**src/rtl/accel_host_pkg.sv**
```systemverilog
// accel_host_pkg: definitions shared by the accelerator host sequencer.
//   state_e        - sequencer FSM states
//   CTRL_START_BIT - bit of ps_control that starts the accelerator
//   STAT_DONE_BIT  - bit of pl_status that reports accelerator completion
//   cnt_width()    - width of a counter that must reach n inclusive
package accel_host_pkg;

  typedef enum logic [2:0] {
    IDLE    = 3'd0,
    LOAD    = 3'd1,
    KICK    = 3'd2,
    WAIT    = 3'd3,
    RELEASE = 3'd4,
    DRAIN   = 3'd5,
    DONE    = 3'd6
  } state_e;

  localparam int CTRL_START_BIT = 0;
  localparam int STAT_DONE_BIT  = 0;

  function automatic int cnt_width(input int n);
    return $clog2(n + 1);
  endfunction

endpackage

```
**src/rtl/bram_stream_reader.sv**
```systemverilog
// bram_stream_reader: drains N_OUT_WORDS words from a BRAM with a one-cycle
// read latency and presents them as a valid/ready stream.
//   clk, reset   - clock, synchronous active-high reset
//   go           - high while draining; low clears all drain state
//   addr         - BRAM byte address of the read being issued
//   rddata       - BRAM read data, valid one cycle after addr
//   m_data/m_valid/m_ready/m_last - output stream
//   finished     - one-cycle pulse when the last beat is accepted
module bram_stream_reader
  import accel_host_pkg::*;
#(
  parameter int BRAM_WIDTH  = 32,
  parameter int WORD_BYTES  = 4,
  parameter int ADDR_WIDTH  = 12,
  parameter int N_OUT_WORDS = 512
) (
  input  logic                  clk,
  input  logic                  reset,
  input  logic                  go,
  output logic [ADDR_WIDTH-1:0] addr,
  input  logic [BRAM_WIDTH-1:0] rddata,
  output logic [BRAM_WIDTH-1:0] m_data,
  output logic                  m_valid,
  input  logic                  m_ready,
  output logic                  m_last,
  output logic                  finished
);

  localparam int CW = cnt_width(N_OUT_WORDS);
  localparam logic [CW-1:0] LAST  = CW'(N_OUT_WORDS - 1);
  localparam logic [CW-1:0] TOTAL = CW'(N_OUT_WORDS);

  logic [CW-1:0]         rd_cnt_q, rd_cnt_d;
  logic [CW-1:0]         out_cnt_q, out_cnt_d;
  logic                  inflight_q, inflight_d;
  logic [1:0]            occ_q, occ_d;
  logic                  wr_ptr_q, wr_ptr_d;
  logic                  rd_ptr_q, rd_ptr_d;
  logic [BRAM_WIDTH-1:0] buf_q [2];
  logic                  issue;
  logic                  pop;

  // A read may only be launched if its data is guaranteed a slot, counting
  // both stored words and the word still coming back from the BRAM.
  assign issue = go && (rd_cnt_q != TOTAL) &&
                 ((occ_q + {1'b0, inflight_q}) < 2'd2);
  assign pop      = m_valid && m_ready;
  assign m_valid  = (occ_q != 2'd0);
  assign m_data   = m_valid ? buf_q[rd_ptr_q] : '0;
  assign m_last   = m_valid && (out_cnt_q == LAST);
  assign finished = pop && (out_cnt_q == LAST);
  assign addr     = ADDR_WIDTH'(rd_cnt_q) * ADDR_WIDTH'(WORD_BYTES);

  always_comb begin
    rd_cnt_d   = rd_cnt_q + CW'(issue);
    inflight_d = issue;
    wr_ptr_d   = inflight_q ? ~wr_ptr_q : wr_ptr_q;
    rd_ptr_d   = pop ? ~rd_ptr_q : rd_ptr_q;
    out_cnt_d  = out_cnt_q + CW'(pop);
    occ_d      = occ_q + {1'b0, inflight_q} - {1'b0, pop};
  end

  always_ff @(posedge clk) begin
    if (reset || !go) begin
      rd_cnt_q   <= '0;
      out_cnt_q  <= '0;
      inflight_q <= 1'b0;
      occ_q      <= 2'd0;
      wr_ptr_q   <= 1'b0;
      rd_ptr_q   <= 1'b0;
    end else begin
      rd_cnt_q   <= rd_cnt_d;
      out_cnt_q  <= out_cnt_d;
      inflight_q <= inflight_d;
      occ_q      <= occ_d;
      wr_ptr_q   <= wr_ptr_d;
      rd_ptr_q   <= rd_ptr_d;
    end
  end

  // Storage needs no reset: m_data is masked whenever the buffer is empty.
  always_ff @(posedge clk) begin
    if (go && inflight_q) begin
      buf_q[wr_ptr_q] <= rddata;
    end
  end

endmodule

```
**src/rtl/accel_host_sequencer.sv**
```systemverilog
// accel_host_sequencer: PL-side host that runs one accelerator job:
// load input BRAM from a stream, start the accelerator, wait for done,
// then drain the output BRAM to a stream.
//   clk, reset          - clock, synchronous active-high reset
//   start/busy/done     - job control (start sampled only in IDLE)
//   error               - sticky watchdog flag (0 unless timeout enabled)
//   s_data/s_valid/s_ready          - input stream
//   m_data/m_valid/m_ready/m_last   - output stream
//   bram_addr_in/wrdata_in/we_in    - input BRAM write port (byte address)
//   bram_addr_out/bram_rddata_out   - output BRAM read port (1-cycle latency)
//   ps_control/pl_status            - accelerator start / done registers
//   bram_sel            - 1 hands both BRAMs to the accelerator
// Build option: define ACCEL_HOST_TIMEOUT_EN to enable the WAIT watchdog
// (TIMEOUT_CYCLES); otherwise WAIT never times out and error is 0.
module accel_host_sequencer
  import accel_host_pkg::*;
#(
  parameter int BRAM_WIDTH     = 32,
  parameter int WORD_BYTES     = 4,
  parameter int ADDR_WIDTH     = 12,
  parameter int N_IN_WORDS     = 1024,
  parameter int N_OUT_WORDS    = 512,
  parameter int TIMEOUT_CYCLES = 65536
) (
  input  logic                  clk,
  input  logic                  reset,
  input  logic                  start,
  output logic                  busy,
  output logic                  done,
  output logic                  error,
  input  logic [BRAM_WIDTH-1:0] s_data,
  input  logic                  s_valid,
  output logic                  s_ready,
  output logic [BRAM_WIDTH-1:0] m_data,
  output logic                  m_valid,
  input  logic                  m_ready,
  output logic                  m_last,
  output logic [ADDR_WIDTH-1:0] bram_addr_in,
  output logic [BRAM_WIDTH-1:0] bram_wrdata_in,
  output logic [WORD_BYTES-1:0] bram_we_in,
  output logic [ADDR_WIDTH-1:0] bram_addr_out,
  input  logic [BRAM_WIDTH-1:0] bram_rddata_out,
  output logic [31:0]           ps_control,
  input  logic [31:0]           pl_status,
  output logic                  bram_sel
);

  localparam int IN_CW = cnt_width(N_IN_WORDS);
  localparam logic [IN_CW-1:0] IN_LAST = IN_CW'(N_IN_WORDS - 1);

  state_e           state_q, state_d;
  logic [IN_CW-1:0] in_cnt_q, in_cnt_d;
  logic             in_beat;
  logic             acc_done;
  logic             drain_finished;
  logic             timeout;
  logic             unused_cfg;

  assign acc_done   = pl_status[STAT_DONE_BIT];
  assign unused_cfg = ^{pl_status, 32'(TIMEOUT_CYCLES)};

`ifdef ACCEL_HOST_TIMEOUT_EN
  localparam int WD_W = cnt_width(TIMEOUT_CYCLES);
  localparam logic [WD_W-1:0] WD_LAST = WD_W'(TIMEOUT_CYCLES - 1);

  logic [WD_W-1:0] wd_q, wd_d;
  logic            error_q, error_d;

  // wd_q holds the number of WAIT cycles already spent.
  assign timeout = (state_q == WAIT) && (wd_q == WD_LAST);
  assign wd_d    = (state_q == WAIT) ? wd_q + WD_W'(1) : '0;
  assign error   = error_q;

  always_comb begin
    error_d = error_q;
    if (state_q == IDLE && start) begin
      error_d = 1'b0;
    end else if (timeout && !acc_done) begin
      error_d = 1'b1;
    end
  end

  always_ff @(posedge clk) begin
    if (reset) begin
      wd_q    <= '0;
      error_q <= 1'b0;
    end else begin
      wd_q    <= wd_d;
      error_q <= error_d;
    end
  end
`else
  assign timeout = 1'b0;
  assign error   = 1'b0;
`endif

  assign busy    = (state_q != IDLE);
  assign done    = (state_q == DONE);
  assign s_ready = (state_q == LOAD);
  assign in_beat = s_valid && s_ready;

  // Input BRAM writes are combinational so each beat lands in its own cycle.
  assign bram_we_in     = in_beat ? {WORD_BYTES{1'b1}} : '0;
  assign bram_wrdata_in = s_ready ? s_data : '0;
  assign bram_addr_in   = s_ready ? ADDR_WIDTH'(in_cnt_q) * ADDR_WIDTH'(WORD_BYTES) : '0;

  // KICK already hands the BRAMs over so the mux is settled before start.
  assign bram_sel = (state_q == KICK) || (state_q == WAIT) || (state_q == RELEASE);

  always_comb begin
    ps_control                 = '0;
    ps_control[CTRL_START_BIT] = (state_q == WAIT);
  end

  always_comb begin
    state_d  = state_q;
    in_cnt_d = in_cnt_q;
    unique case (state_q)
      IDLE: begin
        if (start) begin
          state_d  = LOAD;
          in_cnt_d = '0;
        end
      end
      LOAD: begin
        if (in_beat) begin
          in_cnt_d = in_cnt_q + IN_CW'(1);
          if (in_cnt_q == IN_LAST) state_d = KICK;
        end
      end
      KICK:    state_d = WAIT;
      WAIT: begin
        if (acc_done)     state_d = RELEASE;
        else if (timeout) state_d = DONE;
      end
      // Wait for the accelerator to drop done so the next job starts clean.
      RELEASE: if (!acc_done) state_d = DRAIN;
      DRAIN:   if (drain_finished) state_d = DONE;
      DONE: begin
        state_d  = IDLE;
        in_cnt_d = '0;
      end
      default: state_d = IDLE;
    endcase
  end

  always_ff @(posedge clk) begin
    if (reset) begin
      state_q  <= IDLE;
      in_cnt_q <= '0;
    end else begin
      state_q  <= state_d;
      in_cnt_q <= in_cnt_d;
    end
  end

  bram_stream_reader #(
    .BRAM_WIDTH (BRAM_WIDTH),
    .WORD_BYTES (WORD_BYTES),
    .ADDR_WIDTH (ADDR_WIDTH),
    .N_OUT_WORDS(N_OUT_WORDS)
  ) u_reader (
    .clk     (clk),
    .reset   (reset),
    .go      (state_q == DRAIN),
    .addr    (bram_addr_out),
    .rddata  (bram_rddata_out),
    .m_data  (m_data),
    .m_valid (m_valid),
    .m_ready (m_ready),
    .m_last  (m_last),
    .finished(drain_finished)
  );

endmodule

```
**config.mk**
```make
export PLATFORM = sky130hd
export DESIGN_NAME = accel_host_sequencer
export DESIGN_NICKNAME = d
export VERILOG_FILES = /design/src/rtl/accel_host_pkg.sv /design/src/rtl/bram_stream_reader.sv /design/src/rtl/accel_host_sequencer.sv
export SDC_FILE = /design/constraint.sdc
export NUM_CORES = 1
export LEC_CHECK = 0
export ABC_CLOCK_PERIOD_IN_PS = 7900
export CAP_MARGIN = 40
export CORE_ASPECT_RATIO = 2
export CORE_MARGIN = 3
export CORE_UTILIZATION = 44
export DETAILED_ROUTE_END_ITERATION = 10
export PLACE_DENSITY = 0.92
export SYNTH_ARGS = -nofsm -noshare
export SYNTH_HDL_FRONTEND = slang
export SYNTH_SLANG_ARGS = --single-unit
```
**constraint.sdc**
```tcl
create_clock -name clk -period 7.9 [get_ports clk]
set_input_delay 0.79 -clock clk [delete_from_list [all_inputs] [get_ports clk]]
set_output_delay 0.79 -clock clk [all_outputs]
set_load 0.01 [all_outputs]
```
Yosys cells after proc, flatten, opt, wreduce, memory -nomap -nowiden

Memories as Yosys holds them, arrays and structs flattened. A register that Yosys moved wholly into a read port is not among the register bits.
Index checks and enable logic that the tools add are counted.

Register bits after elaboration: 39
Bits in latches: 0
Memory bits (writable): 64
ROM bits: 0
Bits of input ports: 101
Output and inout port bits: 131
Logic and storage cells: 67
Memories kept: 1

Add/subtract/negate cells: 5
$mul: 0
Divide/modulo/power cells: 0
Order comparisons: 1
Eq/ne operators: 15
Shifts and indexed selects: 0
Muxes and demuxes: 18
Bitwise logic cells: 2
Reductions and logical operators: 17

Memories:

| name           | words | width | read ports | clocked after memory_dff | wr ports | RTL line                 | text |
|---|---|---|---|---|---|---|---|
| u_reader.buf_q | 2     | 32    | 1          | 1                        | 1        | bram_stream_reader.sv:39 | `logic [BRAM_WIDTH-1:0] buf_q [2];` |

Operator list:

| cell                    | count |
|---|---|
| $mux W32                | 2 |
| $pmux W11 S3            | 1 |
| $mux W11                | 2 |
| $add A10 B1 Y10         | 2 |
| $mux W3                 | 6 |
| $pmux W3 S6             | 1 |
| $mux W12                | 1 |
| $add A11 B1 Y11 const B | 1 |
| $eq A11 B10 Y1 const B  | 1 |
| $eq A10 B9 Y1 const B   | 1 |
| $ne A10 B10 Y1 const B  | 1 |
| $eq A3 B3 Y1 const B    | 3 |
| $logic_and A1 B1 Y1     | 7 |
| $eq A3 B2 Y1 const B    | 2 |
| $ne A2 B1 Y1 const B    | 3 |
| $ne A2 B2 Y1 const B    | 3 |
| $reduce_and A6 Y1       | 1 |
| $reduce_bool A3 Y1      | 2 |
| $mux W1                 | 4 |
| $mux W4                 | 1 |
| $eq A3 B1 Y1 const B    | 1 |
| $logic_not A3 Y1        | 1 |
| $logic_or A1 B1 Y1      | 3 |
| $reduce_and A3 Y1       | 1 |
| 6 further kinds         | 7 |

Longest topological paths before layout

Gate-level depths: netlist of run 1.

Word-level depth: 5
Depth in mapped cells: 8
Mapped depth without buffers: 8

By module

A second synthesis of run 1 with hierarchy kept.

Cell total of the unflattened synthesis: 462
Area total of the unflattened synthesis: 5043.6 µm²

By module, submodules not included:

| module               | instances | cells each | area an instance (µm²) | seq. area each (µm²) |
|---|---|---|---|---|
| bram_stream_reader   | 1         | 265        | 3547.2                 | 2442.3 |
| accel_host_sequencer | 1         | 197        | 1496.4                 | 280.3 |

Worst setup path before layout of run 1

Ideal clock, no wire load.

Path kind: register -> register
From: register state_q[1]
To: memory u_reader.buf_q[0][0] (enable)
Library setup time: 0.421 ns
Arrival time: 2.212 ns
Required time: 7.479 ns
Slack: 5.267 ns
Stages on the path, launching flop included: 6
Path buffers: 1
Period minus slack after synthesis: 2.633 ns
Cell sequence: dfxtp_1 -> clkbuf_1 -> nand3b_1 -> inv_1 -> nand2_1 -> nor2_1

Cells in the longest elaborated chain, start to end: 4

RTL lines:

| element                       | RTL line                    | text |
|---|---|---|
| from (decl)                   | accel_host_sequencer.sv:51  | `state_e state_q, state_d;` |
| from (signal assigned)        | accel_host_sequencer.sv:152 | `state_q <= state_d;` |
| $eq A3 B3 Y1                  | accel_host_sequencer.sv:165 | `.go (state_q == DRAIN),` |
| $logic_and A1 B1 Y1           | bram_stream_reader.sv:83    | `if (go && inflight_q) begin` |
| $mux W1                       | bram_stream_reader.sv:83    |  |
| $mux W1 (not written as such) | bram_stream_reader.sv:84    | `buf_q[wr_ptr_q] <= rddata;` |
| to (decl)                     | bram_stream_reader.sv:39    |  |

Every way passes these cells.

Worst setup path in the final report of run 1

From: register state_q[0]
To: output bram_we_in[3]

Cells in the longest elaborated chain, start to end: 3

RTL lines:

| element             | RTL line                    | text |
|---|---|---|
| $eq A3 B1 Y1        | accel_host_sequencer.sv:99  | `assign s_ready = (state_q == LOAD);` |
| $logic_and A1 B1 Y1 | accel_host_sequencer.sv:100 | `assign in_beat = s_valid && s_ready;` |
| $mux W4             | accel_host_sequencer.sv:103 | `assign bram_we_in = in_beat ? {WORD_BYTES{1'b1}} : '0;` |
| to (decl)           | accel_host_sequencer.sv:40  | `output logic [WORD_BYTES-1:0] bram_we_in,` |

Every way passes these cells.

==> results of run 1 <==
-- per-stage QoR --
step	area [um2]	util	setup slack [ns]	instances
2_1_floorplan	5020	-	5.27	481
3_3_place_gp	6500	0.609	5.03	728
3_5_place_dp	6530	0.611	5.04	729
4_1_cts	6850	0.642	4.83	745
5_1_grt	6850	0.642	4.64	745
6_report	6850	0.642	4.85	745
-- layout make-up --
| class | instances | area, um2 |
|---|---|---|
| Clock buffer | 9 | 225 |
| Clock inverter | 7 | 100 |
| Multi-Input combinational cell | 311 | 1900 |
| Inverter | 7 | 26.3 |
| Timing Repair Buffer | 170 | 1710 |
| Fill cell | 799 | 3830 |
| Sequential cell | 104 | 2720 |
| Tap cell | 137 | 171 |
-- synthesized netlist by cell type (2+ instances only) --
cell | n | area [um2]
edfxtp_1 | 64 | 1920
nor2_1 | 56 | 210
and2_1 | 48 | 300
buf_4 | 40 | 300
dfxtp_1 | 40 | 801
mux2i_1 | 34 | 340
a21oi_1 | 19 | 95.1
nand2_1 | 19 | 71.3
clkbuf_1 | 11 | 41.3
o21ai_0 | 10 | 50.1
xor2_1 | 10 | 87.6
buf_2 | 8 | 40.0
ha_1 | 7 | 87.6
inv_1 | 7 | 26.3
nand3_1 | 7 | 35.0
o31ai_1 | 7 | 52.6
or3_1 | 7 | 43.8
or4_1 | 7 | 52.6
xnor2_1 | 6 | 52.6
nand4_1 | 5 | 31.3
nor4_1 | 4 | 25.0
or2_2 | 3 | 18.8
and3_1 | 2 | 12.5
nand2b_1 | 2 | 12.5
nand3b_1 | 2 | 15.0
nor2b_1 | 2 | 12.5
nor3_1 | 2 | 10.0
nor3b_1 | 2 | 15.0
-- per-layer routing --
metal  share of wire  wire, um  track usage  vias up
li1                -         -            -     1793
met1            0.34      3830        0.176     1747
met2            0.56      6310        0.358      199
met3           0.084       957       0.0533       21
met4           0.022       255       0.0629        0
met5               0         0            0        -
-- power by group through the flow --
stage | combinational, mW | clock [mW] | sequential [mW]
6_report | 0.157 | 0.460 | 0.585
5_1_grt | 0.172 | 0.497 | 0.585
4_1_cts | 0.158 | 0.473 | 0.584
3_5_place_dp | 0.156 | 0 | 0.597
3_3_place_gp | 0.153 | 0 | 0.596
2_1_floorplan | 0.0843 | 0 | 0.592
-- worst min-delay path: stages (launching register included) --
cell and delay [ns]:
dfxtp_1 0.32, o31ai_1 0.06, a21oi_1 0.06
-- kinds of logic after synthesis --
logic type	count (synthesis)	share of synthesized area
and+or+nand+nor	176	0.192
xor gates and xnor gates	16	0.0287
adders and majority gates	7	0.0179
AOI/OAI and AO/OA	41	0.0484
other	1	0.000768
buffers and inverters	66	0.0835
DFF	104	0.557
muxes	35	0.0720
-- worst paths after layout --
kind                startpoint  depth (start not counted)  slack, ns              endpoint
setup / recovery    state_q[0]                          4       4.85         bram_we_in[3]
hold / removal    in_cnt_q[10]                          2       0.48          in_cnt_q[10]
setup reg to reg    state_q[2]                          7       5.47  u_reader.rd_cnt_q[6]
hold reg to reg   in_cnt_q[10]                          2       0.48          in_cnt_q[10]
-- flip-flops by register name, indices dropped and copies added (netlist names), named ones only --
| register | count |
|---|---|
| in_cnt_q | 11 |
| u_reader.rd_ptr_q | 1 |
| u_reader.out_cnt_q | 10 |
| u_reader.buf_q | 64 |
| u_reader.inflight_q | 1 |
| u_reader.rd_cnt_q | 10 |
| u_reader.occ_q | 2 |
| state_q | 3 |
| u_reader.wr_ptr_q | 1 |
==> impl_metrics.toml, run 1 <==
[final_layout]
antennaDiodeCount = 0
drive_gt1_frac = 0.0526
final_common_cell = "clkdlybuf4s50_1"
final_cell_mix = "clkdlybuf4s50_1, edfxtp_1, nor2_1"
syn2layout_area_growth_pct = 40.2
nets = 711

[status]
status = "finished, final reports clean"

[power_and_ir_drop]
p_int_mw = 0.923
pwr-share-clk = 0.383
p_sw_mw = 0.279
comb_power_share = 0.130
power_mw = 1.20
switching_share = 0.232
power_frac_seq = 0.487
ir_drop_mv = 0.107
p_per_area_nw_per_um2 = 175
leakagePower_nw = 2.35

[sta]
clock_skew_ns = 0.00625
fmax_ghz = 0.328
final-hold-violation-count = 0
holdWs_ns = 0.485
rsz0062_at_grt = "false"
tns_ns = 0
fin_crit_ns = 3.05
period_share = 0.386
maxSlewHeadroom = 0.535
finalSetupViolCount = 0
worst_pin_slew_ns = 0.688
maxSlewViolCount = 0

[die]
initial_core_util = 0.458
fp.dieW_um = 80.5
io_pins = 232
row_count = 53
die_area_um2 = 12500
die_h_um = 155
coreArea_um2 = 10700

[global_route]
antenna_found_initial = 0
grt-ovfl-total = 0
grt_start_max_net_pins = 46
grt_usage = 0.184
grt_pass1_vias = 3876
grt_pass1_wl_um = 18000

[worst_setup_path]
arrival_ns = 2.26
critPathCaptureType = "output pin"
crit_required_ns = 7.11
cpMaxStageDelayCell = "dfxtp_1"
crit_type = "reg -> out"
worst-path-buf-inv = 2
cp_cell_sequence = "nor3b_2 -> buf_4 -> and2_1 -> clkdlybuf4s50_1"
crit_path_start_kind = "register"
critical_path_peak_fanout = 45
critPathTopFamily = "buffers and inverters"
cpPeakStageDelay_ns = 0.57

[cts]
post_cts_resized = 0
cts_made_buffers = 9
cts_max_path_buffers = 2
cts_sinks = 104
ctsHoldBuffers = 0
cts_tree = "built"
insertion_delay_ns = 0.34
htree_num_levels = 3
clock-root-buffer = "clkbuf_16"
clk_pin_slew_ns = 0.07
postCtsSetupRepairBufs = 0

[logic_synthesis]
synth_cell_types = 43
syn-cell-area_um2 = 4890
synth_ff_type = "edfxtp_1"
synth_edf_count = 64
synth_warnings = 0
synth_seq_cells = 104
yosysSeqAreaShare = 0.557
synthArstFlopShare = 0
avgSynthCellArea_um2 = 11.0
syn_inst = 446

[drt]
first_iter_violations = 110
num_vias = 3760
finalWirelength_um = 11400
vias_per_cell = 5.05
drcViolationCount = 0
firstDrtPassIters = 6
wl_per_cell_um = 15.2
final_antenna_net_count = 0

[place]
port_buffers = 164
dp_hpwl_um = 8780
gp_congestion = 0.852

[min_path]
min_path_type = "reg -> reg"

[flow_run]
maxCapViolations = 0
No activity file was read; power rests on OpenSTA's default activity.
==> run 2, diff against run 1 <==
--- a/config.mk
+++ b/config.mk
@@ -5,13 +5,13 @@
 export SDC_FILE = /design/constraint.sdc
 export NUM_CORES = 1
 export LEC_CHECK = 0
-export ABC_CLOCK_PERIOD_IN_PS = 7900
+export ABC_CLOCK_PERIOD_IN_PS = 2700
 export CAP_MARGIN = 40
 export CORE_ASPECT_RATIO = 2
 export CORE_MARGIN = 3
-export CORE_UTILIZATION = 44
+export CORE_UTILIZATION = 37
 export DETAILED_ROUTE_END_ITERATION = 10
-export PLACE_DENSITY = 0.92
+export PLACE_DENSITY = 0.84
 export SYNTH_ARGS = -nofsm -noshare
 export SYNTH_HDL_FRONTEND = slang
 export SYNTH_SLANG_ARGS = --single-unit
==> constraint.sdc (replaced) <==
create_clock -name clk -period 2.7 [get_ports clk]
set_input_delay 0.27 -clock clk [delete_from_list [all_inputs] [get_ports clk]]
set_output_delay 0.27 -clock clk [all_outputs]
set_load 0.01 [all_outputs]
==> impl_metrics.toml, run 2 (same netlist as run 1, synthesis figures left out) <==
[cts]
htree_num_levels = 3
insertion_delay_ns = 0.34
postCtsSetupRepairBufs = 0
cts_sinks = 104
ctsHoldBuffers = 0
clock-root-buffer = "clkbuf_16"
cts_max_path_buffers = 2
clk_pin_slew_ns = 0.08
cts_made_buffers = 9
cts_tree = "built"

[drt]
top_layer = "met4"
finalWirelength_um = 11300
met3_length_um = 851
firstDrtPassIters = 4
vias_per_cell = 4.86
first_iter_violations = 109
num_vias = 3692
wl_per_cell_um = 14.9
wl_met2_um = 6400
drt-met1-wl_um = 3910
drcViolationCount = 0
final_antenna_net_count = 0

[die]
die_area_um2 = 14700
coreArea_um2 = 12800
row_count = 58
initial_core_util = 0.383
io_pins = 232
die_h_um = 169
fp.dieW_um = 87.3

[flow_run]
maxCapViolations = 0

[final_layout]
fillers = 1098
final_util = 0.535
final_common_cell = "clkdlybuf4s50_1"
multi_input_area_um2 = 1900
regMostFlops = "u_reader.buf_q"
antennaDiodeCount = 0
final_cell_mix = "clkdlybuf4s50_1, edfxtp_1, nor2_1"
largest_reg_flops = 64
largestRegisters = "u_reader.buf_q x64, in_cnt_q x11"
drive_gt1_frac = 0.0558
seqCellArea_um2 = 2730
nets = 712
syn2layout_area_growth_pct = 39.9

[sta]
maxSlewViolCount = 0
tns_ns = 0
period_share = 0.923
maxSlewHeadroom = 0.639
worst_pin_slew_ns = 0.542
fmax_ghz = 0.401
finalSetupViolCount = 0
fin_crit_ns = 2.49
rsz0062_at_grt = "false"
clock_skew_ns = 0.0106
final-hold-violation-count = 0
holdWs_ns = 0.479

[worst_setup_path]
crit_type = "reg -> out"
cp_cell_sequence = "nor3b_4 -> buf_4 -> and2_1 -> clkdlybuf4s50_1"
critical_path_peak_fanout = 36
crit_required_ns = 2.43
crit_path_start_kind = "register"
cpPeakStageDelay_ns = 0.55
cpMaxStageDelayCell = "clkdlybuf4s50_1"
critPathCaptureType = "output pin"
arrival_ns = 2.22

[global_route]
grt_start_max_net_pins = 37
grt-ovfl-total = 0
grt_usage = 0.153
grt_pass1_vias = 3856
antenna_found_initial = 0
grt_pass1_wl_um = 18000

[power_and_ir_drop]
power_mw = 3.45
ir_drop_mv = 0.471
p_per_area_nw_per_um2 = 505
leakagePower_nw = 2.34

[place]
gp_congestion = 0.786
dp_hpwl_um = 8770
port_buffers = 164

[status]
status = "finished, final reports clean"

[min_path]
min_path_type = "reg -> reg"
run 2: layout make-up:
| cell class | count | area share |
|---|---|---|
| flip-flops and latches | 104 | 0.399 |
| repair buffers | 171 | 0.248 |
| inverters | 7 | 0.00384 |
| well taps | 150 | 0.0274 |
| multi-input cells | 311 | 0.278 |
| clock inverters | 7 | 0.0112 |
| clock buffers | 9 | 0.0329 |
run 2: worst paths after layout:
check | cells past startpoint | from | slack (ns) | endpoint
setup / recovery | 4 | state_q[2] | 0.21 | bram_wrdata_in[2]
hold / removal | 2 | in_cnt_q[10] | 0.48 | in_cnt_q[10]
setup reg to reg | 7 | state_q[2] | 0.29 | u_reader.rd_cnt_q[6]
hold reg to reg | 2 | in_cnt_q[10] | 0.48 | in_cnt_q[10]
run 2: stage by stage:
stage	setup WS (ns)	instance area (um2)	std cells
floorplan	0.0670	5020	481
global placement	0.410	6530	743
detailed placement	0.318	6530	743
CTS	0.0230	6840	759
global route	0.0442	6840	759
finish	0.208	6840	759
run 2: metal layers:
| layer | GRT usage | up-vias |
|---|---|---|
| met5 | 0 | - |
| met4 | 0.0501 | 0 |
| met3 | 0.0385 | 10 |
| met2 | 0.304 | 174 |
| met1 | 0.146 | 1709 |
| li1 | - | 1799 |
run 2: what timing repair did:
| item | in CTS | in global routing |
|---|---|---|
| endpoints found under the setup margin | 34 | 34 |
| hold endpoints to repair | 0 | 0 |
| gates resized for setup | 1 | 1 |
run 2: where the power goes:
group          total, mW  internal, mW  switching (mW)  leakage (nW)
registers           1.71          1.69          0.0220         0.898
clock network       1.27         0.659           0.615         0.149
logic              0.467         0.268           0.199          1.29
run 2: critical path: cells and delay by family, from the launching register on:
| family | cells | cell delay (ns) |
|---|---|---|
| simple gates | 2 | 0.55 |
| flops | 1 | 0.45 |
| buf+inv | 2 | 0.88 |
==> run 3, diff against run 2 <==
--- a/config.mk
+++ b/config.mk
@@ -10,6 +10,7 @@
 export CORE_ASPECT_RATIO = 2
 export CORE_MARGIN = 3
 export CORE_UTILIZATION = 37
+export CTS_CLUSTER_SIZE = 10
 export DETAILED_ROUTE_END_ITERATION = 10
 export PLACE_DENSITY = 0.84
 export SYNTH_ARGS = -nofsm -noshare
==> results of run 3 <==
The final DEF is identical to that of run 2; final timing and power are the same.
